<file path="src/rtl/dct_zigzag_quant.sv">
// dct_zigzag_quant: captures one DCT_val x DCT_val block of 13-bit signed DCT
// coefficients, quantizes each by 2^QSHIFT and streams the block out in JPEG
// zigzag order, one coefficient per accepted valid/ready handshake.
//
// Build option: QUANT_ROUND_EN
//   defined   -> round to nearest, half away from zero
//   undefined -> arithmetic shift (floor toward -inf)
//
// state  | meaning
// IDLE   | waiting for a block; in_ready high
// STREAM | presenting coefficient k of the buffered block; out_valid high
module dct_zigzag_quant #(
    parameter int DCT_val = 4,
    parameter int QSHIFT  = 2
) (
    input  logic                                      clk,
    input  logic                                      reset,
    input  logic [DCT_val-1:0][DCT_val-1:0][12:0]     coef_in,
    input  logic                                      coef_valid,
    output logic                                      in_ready,
    output logic [12:0]                               out_coef,
    output logic [$clog2(DCT_val*DCT_val)-1:0]        out_index,
    output logic                                      out_valid,
    input  logic                                      out_ready,
    output logic                                      out_last
);

    localparam int NN = DCT_val * DCT_val;
    localparam int KW = $clog2(NN);
    localparam int RW = $clog2(DCT_val);

    typedef enum logic {IDLE, STREAM} state_t;

    state_t                                  state_q, state_d;
    logic [DCT_val-1:0][DCT_val-1:0][12:0]   blk_q, blk_d;
    logic [KW-1:0]                           k_q, k_d;
    logic [RW-1:0]                           row_q, row_d, col_q, col_d;
    logic [RW-1:0]                           row_nx, col_nx;
    logic                                    is_last;
    logic [12:0]                             sel;
    logic signed [13:0]                      x_ext;
    logic [12:0]                             q_val;

    // Zigzag walk: the current (row,col) alone determines the next position.
    // Even anti-diagonals move up-right, odd ones move down-left; at an edge
    // the walk steps onto the next diagonal.
    always_comb begin
        row_nx = row_q;
        col_nx = col_q;
        if ((row_q[0] ^ col_q[0]) == 1'b0) begin
            if (col_q == RW'(DCT_val - 1)) begin
                row_nx = row_q + 1'b1;
            end else if (row_q == '0) begin
                col_nx = col_q + 1'b1;
            end else begin
                row_nx = row_q - 1'b1;
                col_nx = col_q + 1'b1;
            end
        end else begin
            if (row_q == RW'(DCT_val - 1)) begin
                col_nx = col_q + 1'b1;
            end else if (col_q == '0) begin
                row_nx = row_q + 1'b1;
            end else begin
                row_nx = row_q + 1'b1;
                col_nx = col_q - 1'b1;
            end
        end
    end

    assign sel   = blk_q[row_q][col_q];
    assign x_ext = {sel[12], sel};

`ifdef QUANT_ROUND_EN
    localparam int          HS   = (QSHIFT > 0) ? QSHIFT - 1 : 0;
    localparam logic [13:0] HALF = (QSHIFT > 0) ? (14'd1 << HS) : 14'd0;
    logic [13:0] mag, rnd;

    // Round the magnitude, then restore the sign (half away from zero).
    // 14 bits hold |-4096| + half without overflow.
    always_comb begin
        mag   = x_ext[13] ? -x_ext : x_ext;
        rnd   = (mag + HALF) >> QSHIFT;
        q_val = x_ext[13] ? 13'(-$signed(rnd)) : 13'(rnd);
    end
`else
    assign q_val = 13'(x_ext >>> QSHIFT);
`endif

    assign is_last   = (state_q == STREAM) && (k_q == KW'(NN - 1));
    assign in_ready  = (state_q == IDLE);
    assign out_valid = (state_q == STREAM);
    assign out_last  = is_last;
    assign out_index = k_q;
    assign out_coef  = (state_q == STREAM) ? q_val : 13'd0;

    // Next-state: capture a block in IDLE, advance the zigzag walk on each transfer.
    always_comb begin
        state_d = state_q;
        blk_d   = blk_q;
        k_d     = k_q;
        row_d   = row_q;
        col_d   = col_q;
        case (state_q)
            IDLE: begin
                if (coef_valid) begin
                    blk_d   = coef_in;
                    k_d     = '0;
                    row_d   = '0;
                    col_d   = '0;
                    state_d = STREAM;
                end
            end
            STREAM: begin
                if (out_ready) begin
                    if (is_last) begin
                        k_d     = '0;
                        row_d   = '0;
                        col_d   = '0;
                        state_d = IDLE;
                    end else begin
                        k_d   = k_q + 1'b1;
                        row_d = row_nx;
                        col_d = col_nx;
                    end
                end
            end
            default: state_d = IDLE;
        endcase
    end

    // State, buffer and walk registers; reset discards any partial block.
    always_ff @(posedge clk or negedge reset) begin
        if (!reset) begin
            state_q <= IDLE;
            blk_q   <= '0;
            k_q     <= '0;
            row_q   <= '0;
            col_q   <= '0;
        end else begin
            state_q <= state_d;
            blk_q   <= blk_d;
            k_q     <= k_d;
            row_q   <= row_d;
            col_q   <= col_d;
        end
    end

endmodule

</file>
<file path="config.mk">
export PLATFORM = sky130hd
export DESIGN_NAME = dct_zigzag_quant
export DESIGN_NICKNAME = d
export VERILOG_FILES = /design/src/rtl/dct_zigzag_quant.sv
export SDC_FILE = /design/constraint.sdc
export NUM_CORES = 1
export LEC_CHECK = 0
export ABC_AREA = 1
export CAP_MARGIN = 20
export CORE_MARGIN = 3
export CORE_UTILIZATION = 50
export DETAILED_ROUTE_END_ITERATION = 7
export PLACE_DENSITY = 0.81
export SLEW_MARGIN = 0
export SYNTH_ARGS = -nofsm -noshare
export SYNTH_HDL_FRONTEND = slang
export SYNTH_SLANG_ARGS = --single-unit
</file>
<file path="constraint.sdc">
create_clock -name clk -period 1.84 [get_ports clk]
set_input_delay 0.276 -clock clk [delete_from_list [all_inputs] [get_ports clk]]
set_output_delay 0.276 -clock clk [all_outputs]
set_load 0.02 [all_outputs]
</file>
### Word level (Yosys, flattened, before mapping)

Cells that the tools add are included.
W data, S select, Z words.

* register bits after elaboration: 217
* output and inout bits: 20
* input port bits: 212
* word-level logic and storage cells: 73

* eq/ne operators: 9
* muxes and demuxes: 28
* add/sub/neg operators: 5
* magnitude comparators: 2
* bitwise logic cells: 2
* reductions and logical operators: 7

Operator list (number)
* $bmux W52 S2: 1
* $mux W52: 1
* $bmux W13 S2: 1
* $mux W13: 2
* $mux W2: 13
* $mux W4: 3
* $ne A5 B5 Y1 const B: 2
* $ne A4 B4 Y1 const B: 2
* $pmux W2 S2: 2
* $pmux W4 S2: 1
* $reduce_and A4 Y1: 2
* $lt A2 B3 Y1 const B: 2
* $add A2 B1 Y2 const B: 2
* $add A4 B1 Y4 const B: 1
* $eq A2 B2 Y1 const B: 2
* $eq A4 B4 Y1 const B: 1
* $logic_not A2 Y1: 2
* $ne A2 B2 Y1 const B: 2
* $reduce_and A2 Y1: 2
* $sub A2 B1 Y2 const B: 2
* $mux W1: 3
* $pmux W1 S2: 1
* $logic_and A1 B1 Y1: 1
* $not A1 Y1: 1
* $xor A1 B1 Y1: 1

### Depth between registers and ports, before layout

Gate-level depths: netlist of run 1.

* word-level depth: 7
* gate-level depth with buffers: 12
* mapped depth without buffers: 9

### Worst setup path before layout of run 1

OpenSTA, ideal clock, no wires.

* path type: reg-to-output
* start: register row_q[0]
* end: output out_coef[11]
* slack: -0.167 ns
* data arrival time: 1.731 ns
* required time: 1.564 ns
* path buffers: 4
* cell stages (with the launch flop): 10
* cell sequence: dfrtp_1 > buf_6 > buf_6 > buf_2 > nand2_1 > nand3_1 > nand3_1 > nand3_1 > a21oi_1 > buf_4

* longest elaborated chain between the ends: 5

RTL lines
* from (decl): line 37 `logic [RW-1:0] row_q, row_d, col_q, col_d;`
* from (signal assigned): line 144 `row_q <= row_d;`
* $bmux W52 S2: line 71 `assign sel = blk_q[row_q][col_q];`
* $mux W52 (not written as such): line 71
* $bmux W13 S2: line 71
* $mux W13 (not written as such): line 71
* $mux W13: line 95 `assign out_coef = (state_q == STREAM) ? q_val : 13'd0;`
* to (decl): line 21 `output logic [12:0] out_coef,`

No other way between the ends. The select of a mux whose other input is x is not followed.

### Worst setup path in the final report of run 1

* start: register row_q[0]
* end: output out_coef[6]

The elaborated chain is that of the path after synthesis.

==> summary.md, run 1 <==
| Metric | Value |
|---|---|
| Hold Violations, Final | 0 |
| Setup slack after layout | -0.562 ns |
| Largest net degree at the start of global routing | 88 |
| DR iter-0 viols | 1030 |
| Final Cycle Share | 131% |
| Synth area leader | dfrtp_1 |
| Synth warnings | 0 |
| Inserted Diodes | 0 |
| GRT Util Overall | 27.5% |
| Routed vias | 9141 |
| Crit path to | out_coef[6] |
| Vias in the first global route | 8424 |
| Hpwl dp | 19.3 mm |
| F_max | 416 MHz |
| Final Critical Period | 2.40 ns |
| Highest-delay cell along the critical path | dfrtp_4 |
| Relative slew margins | 66.7% |
| Num CTS Buffers | 17 |
| Worst-path maximum fanout | 8 |
| Die width | 141 µm |
| Reg2reg setup slack | 0.10 ns |
| DR DRC count | 0 |
| Max IR drop VDD | 876 µV |
| Worst r2r src | row_q[0] |
| Crit path max-delay family | buffers and inverters |
| Most common library cells after synthesis | nand2_1, dfrtp_1, inv_1 |
| Via/cell ratio | 5.37 |
| Grt ovf | 0 |
| Clock Path Buffers | 2 |
| Critical path required time | 1.56 ns |
| Setup Skew | 0.00627 ns |
| Core box area | 0.0176 mm² |
| Max Slew Vio Count | 0 |
| Latest clock arrival within the worst-skew pair | 0.44 ns |
| Die height | 141 µm |
| Crit path DAT | 2.13 ns |
| Initial core utilization | 51.9% |
| Cell count after synthesis | 1242 |
| Buf/Inv on CP | 4 |
| Clk sinks | 185 |
| Reg2reg end | col_q[0] |
| First-pass GRT wire length | 43.3 mm |
| Flops & latches, synth | 185 |
| Leak | 6.35 nW |
| Seq/Total Area, Yosys | 50.7% |
| Worst setup path startpoint | row_q[0] |
| WHS Path Cells | 3 |
| Gpl congestion | 0.900 |
| Die Footprint | 0.0199 mm² |
| Final Power | 23.0 mW |
| # IOs | 232 |
| Slew @ Worst Pin | 0.500 ns |
| Worst path cell trace | buf_6, buf_12, buf_12, nand2_1, nand3_1, nand3_1, nand3_4, a21oi_2, buf_6 |
| RSZ-0062 raised after global routing | yes |
| Syn nets | 1459 |
| Syn-to-layout area delta | 44.2% |
| Syn Area/Cell | 7.36 µm² |
| Row count | 48 |
| Status | finished, violations left |
| Crit. End Element | output pin |
| CTS tree | built |
| Failing checks | negative setup slack |
| Fraction of layout cells with a size suffix above 1 | 16.0% |
| Post-synth top area share | 50.7% |
| Root Buffer Master | clkbuf_16 |
| Critical path type | flop to output pin |
| Port Buf Inserts | 199 |
| Routed wire per std cell | 17.4 µm |
| H-tree depth | 4 |
| Peak per-stage delay on the critical path | 0.49 ns |
| # Max-Cap Violations | 0 |
| PwrDens | 1740 mW/mm² |
| Worst Hold Class | primary input to flop |
| Main area contributors after synthesis | dfrtp_1, nand2_1, o21ai_0, nand3_1, inv_1 |
| Synthesized area | 0.00914 mm² |
| CP Launch Type | flop |
| Stages on the worst setup path | 9 |
| EDFF count, synth | 0 |
| CTS clock-pin slew for the worst setup and hold paths | 0.07 ns |
| Final Net Count | 1681 |
| Async SR Flop Fraction | 100% |
| Main synth FF type | dfrtp_1 |
| Hold Slack | 0.371 ns |
| Most common cell in the synthesized netlist | nand2_1 |
| Worst r2r path cells | 11 |
| Routed wire length | 29.6 mm |
| Initial antenna violation count | 1 |
| Final setup fails | 13 |
| Placement Setup Slack | -0.492 ns |
| Pre-antenna DRT Iters | 5 |
| Yosys cell types | 20 |
| DRT antenna net count | 0 |
[cells by family (layout without fill, tap and decap cells)]
group	count (synthesis)	after routing	share of synthesized area (%)
xor+xnor	3	3	0.288
fa+ha+maj	5	5	0.685
buf+inv	224	459	10.6
flops	185	185	50.7
simple gates	673	673	29.3
compound gates	152	152	8.41
[cells in the final DEF, fill, tap and decap left out, types with 12 or more instances in the layout]
cell             instances
nand3_1                 54
o21ai_0                124
buf_6                   17
inv_1                  140
o21ai_1                 12
buf_4                   48
nand2_1                446
clkdlybuf4s50_1        182
nand3_2                 61
clkbuf_16               22
nand2_2                 14
nor2_1                  81
dfrtp_1                183
buf_12                  21
[worst min path at each step]
| stage | start | end | slack, ns |
|---|---|---|---|
| after floorplan | reset | blk_q[100] | -0.02 |
| after global placement | reset | blk_q[174] | 0.29 |
| after detailed placement | reset | blk_q[174] | 0.29 |
| after CTS | coef_in[41] | blk_q[41] | 0.37 |
| after global routing | coef_in[141] | blk_q[141] | 0.38 |
| final | coef_in[31] | blk_q[31] | 0.37 |
[metal layers]
layer | track usage [%] | wire length, µm | vias up | share of wire, %
met1 | 40.0 | 12300 | 4370 | 42
met4 | 8.62 | 868 | 2 | 2.9
met3 | 5.87 | 2560 | 66 | 8.6
li1 | - | - | 4257 | -
met5 | 0 | 11 | - | 0.037
met2 | 41.5 | 13800 | 446 | 47
[flip-flops by register name, summed over array words and instances, names as in the netlist]
name,count
blk_q,176
col_q,2
out_index,4
out_valid,1
row_q,2
[metrics by stage]
stage | instances | instance area [µm²] | utilization, % | TNS [ns]
final | 1702 | 13200 | 74.9 | -6.13
after global routing | 1702 | 13200 | 74.9 | -6.77
after CTS | 1683 | 12500 | 71.0 | -5.55
after detailed placement | 1644 | 11700 | 66.2 | -4.45
after global placement | 1644 | 11700 | 66.2 | -4.28
after floorplan | 1242 | 9150 | - | 0
[power by group]
part / total (mW) / switching [mW] / internal [mW] / leakage, nW
clock: 3.79 / 1.58 / 2.21 / 0.289
sequential: 6.68 / 0.782 / 5.90 / 2.14
combinational: 12.5 / 7.20 / 5.29 / 3.92
total: 23.0 / 9.55 / 13.4 / 6.35
[worst register-to-register path, delay by kind of cell (launching register included)]
family | cells | cell delay, ns
flip-flops | 1 | 0.49
buffers and inverters | 5 | 0.53
adder cells (fa/ha/maj) | 1 | 0.19
AO/OA/AOI/OAI | 1 | 0.14
AND/OR/NAND/NOR | 4 | 0.32
[repair_timing]
action                                 4_1_cts  5_1_grt
hold buffers                                 1        0
pin swaps                                    3       49
endpoints found under the hold margin       49        0
buffers inserted                             3       15
gates cloned                                 3        6
setup endpoints to repair                   15       16
resized for setup                           87      116
[cell type report]
class,count,area (µm²)
Tap cell,225,282
Clock buffer,21,460
Sequential cell,185,4630
Clock inverter,11,145
Timing Repair Buffer,282,3050
Inverter,145,559
Multi-Input combinational cell,833,4040
Fill cell,1205,4420
Power figures use the tool's default switching activity.
==> run 2, diff against run 1 <==
--- a/config.mk
+++ b/config.mk
@@ -13,2 +13,3 @@
 export PLACE_DENSITY = 0.81
+export SETUP_SLACK_MARGIN = 0.05
 export SLEW_MARGIN = 0
==> constraint.sdc (replaced) <==
create_clock -name clk -period 1.84 [get_ports clk]
set_input_delay 0.368 -clock clk [delete_from_list [all_inputs] [get_ports clk]]
set_output_delay 0.368 -clock clk [all_outputs]
set_load 0.02 [all_outputs]
==> run 2 against run 1 <==
Net effect: the flow still finishes with violations (negative setup slack); worst hold slack better by 0.099 ns; critical path depth is the same; clock-buffer cell count increased by 1; sequential cell count did not move; final area grew 0.52%; highest routed layer is now met4; sequential share of layout area fell by 0.18 points; clock power is 6.1% lower.
==> summary.md, run 2 (synthesis results as in run 1) <==
| Metric | Value |
|---|---|
| Largest net degree at the start of global routing | 67 |
| Fillers | 1197 |
| Leak | 6.37 nW |
| Via/cell ratio | 5.42 |
| Worst-path maximum fanout | 22 |
| First-pass GRT wire length | 44.2 mm |
| Core box area | 0.0176 mm² |
| Crit path DAT | 2.04 ns |
| Most frequent cells in the layout | nand2_1, dfrtp_1, clkdlybuf4s50_1 |
| Initial core utilization | 51.9% |
| Num CTS Buffers | 17 |
| Final core occ | 75.3% |
| Clock network power share | 15.6% |
| H-tree depth | 4 |
| Worst r2r path cells | 12 |
| Root Buffer Master | clkbuf_16 |
| Routed vias | 9294 |
| Switching power | 9.72 mW |
| Routed wire per std cell | 17.9 µm |
| Biggest register | blk_q |
| Critical path type | flop to output pin |
| Placed instance count | 1670 |
| RSZ-0062 raised after global routing | yes |
| Die height | 141 µm |
| # Max-Cap Violations | 0 |
| Die width | 141 µm |
| Status | finished, violations left |
| Crit. End Element | output pin |
| Final setup fails | 16 |
| Pint | 13.1 mW |
| PwrDens | 1730 mW/mm² |
| Latest clock arrival within the worst-skew pair | 0.44 ns |
| Hpwl dp | 20.5 mm |
| Vias in the first global route | 8622 |
| Worst Hold Class | primary input to asynchronous set/reset pin |
| Initial antenna violation count | 0 |
| CP Launch Type | flop |
| Routed wire length | 30.8 mm |
| Inserted Diodes | 0 |
| Syn-to-layout area delta | 45.0% |
| Final Critical Period | 2.40 ns |
| Relative slew margins | 65.8% |
| Fraction of layout cells with a size suffix above 1 | 16.8% |
| Number of flip-flops in the largest register | 176 |
| Reg2reg setup slack | 0 ns |
| Hold Violations, Final | 0 |
| Grt ovf | 0 |
| F_max | 416 MHz |
| Max Slew Vio Count | 0 |
| Reg2reg end | col_q[0] |
| Switch share | 42.5% |
| Setup slack after layout | -0.564 ns |
| Final Cycle Share | 131% |
| Failing checks | negative setup slack |
| Pre-antenna DRT Iters | 5 |
| Clk sinks | 185 |
| DRT antenna net count | 0 |
| CTS clock-pin slew for the worst setup and hold paths | 0.07 ns |
| Most common cell after layout, fill and taps aside | nand2_1 |
| DR DRC count | 0 |
| Gpl congestion | 0.936 |
| Setup Skew | 0.00985 ns |
| Critical path required time | 1.47 ns |
| Port Buf Inserts | 199 |
| Slew @ Worst Pin | 0.513 ns |
| Logic pwr share | 55.0% |
| # IOs | 232 |
| Die Footprint | 0.0199 mm² |
| Clock Path Buffers | 2 |
| Part of the power in registers | 29.4% |
| Worst r2r src | row_q[0] |
| DR iter-0 viols | 1156 |
| Non-filler instance count after layout | 1715 |
| GRT Util Overall | 28.4% |
| Row count | 48 |
| CTS tree | built |
| Max IR drop VDD | 1170 µV |
| Final Net Count | 1695 |
-- run 2: stage by stage --
step | power (mW) | hold slack (ns) | TNS (ns) | area [µm²] | setup slack [ns]
2_1_floorplan | 12.7 | 0.0724 | 0 | 9210 | 0.0233
3_3_place_gp | 16.5 | 0.375 | -4.88 | 11900 | -0.522
3_5_place_dp | 16.8 | 0.375 | -5.08 | 11900 | -0.538
4_1_cts | 20.7 | 0.461 | -6.60 | 12600 | -0.538
5_1_grt | 24.1 | 0.475 | -7.48 | 13200 | -0.597
6_report | 22.9 | 0.470 | -6.88 | 13200 | -0.564
-- run 2: area by class of cell --
class / instances / area (µm²) / share of cell area (%)
Tap cell: 225 / 282 / 2.13
Inverter: 145 / 559 / 4.22
Clock buffer: 22 / 474 / 3.58
Clock inverter: 9 / 91.3 / 0.690
Sequential cell: 185 / 4630 / 35.0
Multi-Input combinational cell: 833 / 4000 / 30.2
Timing Repair Buffer: 296 / 3200 / 24.1
-- run 2: worst max-delay path by stage --
stage,to,startpoint
finish,out_coef[5],row_q[0]
global route,out_coef[5],row_q[0]
CTS,out_coef[0],row_q[0]
detailed placement,out_coef[0],row_q[0]
global placement,out_coef[0],row_q[0]
floorplan,out_coef[11],row_q[0]
-- run 2: routing by layer --
metal / up-vias / global-route usage (%) / wire length, µm
li1: 4283 / - / -
met3: 113 / 6.78 / 3470
met1: 4253 / 39.3 / 11900
met4: 0 / 12.3 / 1430
met5: - / 0 / 0
met2: 645 / 42.7 / 13900
-- run 2: power by group through the flow --
stage	Combinational (mW)	Clock [mW]	Sequential, mW
2_1_floorplan	6.27	0	6.47
3_3_place_gp	9.82	0	6.66
3_5_place_dp	10.1	0	6.73
4_1_cts	10.5	3.57	6.69
5_1_grt	13.5	3.74	6.88
6_report	12.6	3.56	6.72
-- run 2: critical path: stages (launching register included) --
cell and delay (ns):
dfrtp_4 0.45, buf_12 0.16, clkbuf_16 0.19, nor2_1 0.06
nor2_1 0.09, nand2_1 0.08, nand3_1 0.10, nand3_1 0.11
a21oi_2 0.21, buf_6 0.15
-- run 2: repair_timing --
action | in CTS | in global routing
gates resized for setup | 89 | 112
hold buffers | 1 | 0
endpoints found under the setup margin | 24 | 27
cloned | 1 | 9
setup buffers | 0 | 3
hold endpoints to repair | 48 | 0
pin swaps | 2 | 32
==> run 3, diff against run 2 <==
--- a/constraint.sdc
+++ b/constraint.sdc
@@ -3,2 +3,2 @@
 set_output_delay 0.368 -clock clk [all_outputs]
-set_load 0.02 [all_outputs]
+set_load 0.005 [all_outputs]
==> run 3 against run 2 <==
Net effect: the flow still finishes with violations (negative setup slack); non-clock buffer count shrank 7; register-to-register slack worse by 0.16 ns; power decreased by 3.4%; sequential share of layout area grew 0.38 points; combinational power down 8%; first-iteration DRC count fell by 14%; clock-buffer cell count down 2; worst setup slack got worse by 0.066 ns; clock power increased by 8.1%; routed wire length fell by 2.5%; via count down 1.5%; worst hold slack got worse by 0.018 ns; critical path type unchanged; critical endpoint unchanged.
==> summary.md, run 3 (synthesis results as in run 1) <==
| Metric | Value |
|---|---|
| Buf/Inv on CP | 4 |
| Logic pwr share | 52.4% |
| Clock network power share | 17.4% |
| Highest-delay cell along the critical path | dfrtp_4 |
| Switch share | 40.8% |
| Final Cycle Share | 134% |
| Final Net Count | 1688 |
| Vias in the first global route | 9082 |
| Placed instance count | 1648 |
| Switching power | 9.02 mW |
| # IOs | 232 |
| Setup slack after layout | -0.630 ns |
| Hold Slack | 0.452 ns |
| DR iter-0 viols | 992 |
| Clock Path Buffers | 2 |
| Gpl congestion | 0.885 |
| PwrDens | 1680 mW/mm² |
| Final core occ | 74.5% |
| Non-filler instance count after layout | 1709 |
| Pre-antenna DRT Iters | 5 |
| Crit. End Element | output pin |
| Row count | 48 |
| Syn-to-layout area delta | 43.4% |
| Hpwl dp | 20.0 mm |
| Final setup fails | 15 |
| Die Footprint | 0.0199 mm² |
| Grt ovf | 0 |
| Most frequent cells in the layout | nand2_1, dfrtp_1, clkdlybuf4s50_1 |
| Setup Skew | 0.00830 ns |
| Routed vias | 9158 |
| Root Buffer Master | clkbuf_16 |
| Worst Hold Class | primary input to asynchronous set/reset pin |
| H-tree depth | 4 |
| GRT Util Overall | 29.8% |
| Pint | 13.1 mW |
| Max Slew Vio Count | 0 |
| Relative slew margins | 66.9% |
| Inserted Diodes | 0 |
| RSZ-0062 raised after global routing | yes |
| Failing checks | negative setup slack |
| Crit path max-delay family | buffers and inverters |
| Die width | 141 µm |
| Critical path type | flop to output pin |
| Die height | 141 µm |
| Routed wire per std cell | 17.5 µm |
| Fraction of layout cells with a size suffix above 1 | 16.0% |
| DR DRC count | 0 |
| Clk sinks | 185 |
| Max IR drop VDD | 1220 µV |
| Critical path required time | 1.47 ns |
| Leak | 6.34 nW |
| Biggest register | blk_q |
| Core box area | 0.0176 mm² |
| F_max | 405 MHz |
| First-pass GRT wire length | 46.8 mm |
| Part of the power in registers | 30.2% |
| Hold Violations, Final | 0 |
| CP Launch Type | flop |
| Most common cell after layout, fill and taps aside | nand2_1 |
| Post-layout instance area | 0.0131 mm² |
| Latest clock arrival within the worst-skew pair | 0.44 ns |
| Initial antenna violation count | 0 |
| CTS clock-pin slew for the worst setup and hold paths | 0.07 ns |
| Final Power | 22.1 mW |
| # Max-Cap Violations | 0 |
| Placed instance area | 0.0117 mm² |
| Peak per-stage delay on the critical path | 0.52 ns |
| Initial core utilization | 51.9% |
| Worst-path maximum fanout | 9 |
| Slew @ Worst Pin | 0.497 ns |
| Port Buf Inserts | 199 |
| Worst path cell trace | buf_12, buf_12, buf_4, nand2_2, nand3_2, nand3_2, nand3_2, a21oi_2, buf_2 |
| Via/cell ratio | 5.36 |
| CTS tree | built |
| Routed wire length | 30.0 mm |
| Status | finished, violations left |
| Num CTS Buffers | 17 |
| Final Critical Period | 2.47 ns |
| Crit path DAT | 2.10 ns |
| Number of flip-flops in the largest register | 176 |
| DRT antenna net count | 0 |
| CP dominant cell by count | nand3_2 |
| Largest net degree at the start of global routing | 58 |
## run 3: power by group through the flow
stage          clock network, mW  logic, mW  registers [mW]
2_1_floorplan                  0       5.66            6.42
3_3_place_gp                   0       9.15            6.61
3_5_place_dp                   0       9.40            6.68
4_1_cts                     3.86       10.8            6.61
5_1_grt                     4.01       12.5            6.83
6_report                    3.85       11.6            6.67
## run 3: final cells by class
cell class,instances,area (µm²)
multi-input combinational,833,3950
clock inverter,12,168
tap,225,282
timing repair buffer,289,3070
sequential,185,4640
fill,1233,4490
inverter,145,557
clock buffer,20,447
## run 3: final timing paths
kind | start | to | slack [ns] | cells past startpoint
max | row_q[0] | out_coef[5] | -0.63 | 9
min | reset | blk_q[171] | 0.45 | 2
max reg2reg | row_q[0] | row_q[1] | -0.16 | 12
min reg2reg | blk_q[123] | blk_q[123] | 0.49 | 2
max in group asynchronous | reset | out_index[2] | 0.75 | 3
min in group clk | coef_in[12] | blk_q[12] | 0.46 | 3
## run 3: metal layers
metal	track usage (%)	share of wire (%)
met1	41.9	41
met2	46.6	47
met3	5.83	9.8
met4	10.4	2.7
met5	0	0
## run 3: repair_timing
action | in CTS | in global routing
hold endpoints to repair | 48 | 0
pin swaps | 44 | 22
hold buffers | 1 | 0
endpoints found under the setup margin | 16 | 22
buffers inserted | 19 | 2
cloned | 6 | 1
resized for setup | 142 | 42
## run 3: metrics by stage
step	setup WS (ns)	setup TNS, ns
floorplan	0.0912	0
global placement	-0.446	-5.27
detailed placement	-0.503	-5.60
CTS	-0.586	-6.96
global route	-0.669	-8.27
finish	-0.630	-7.52
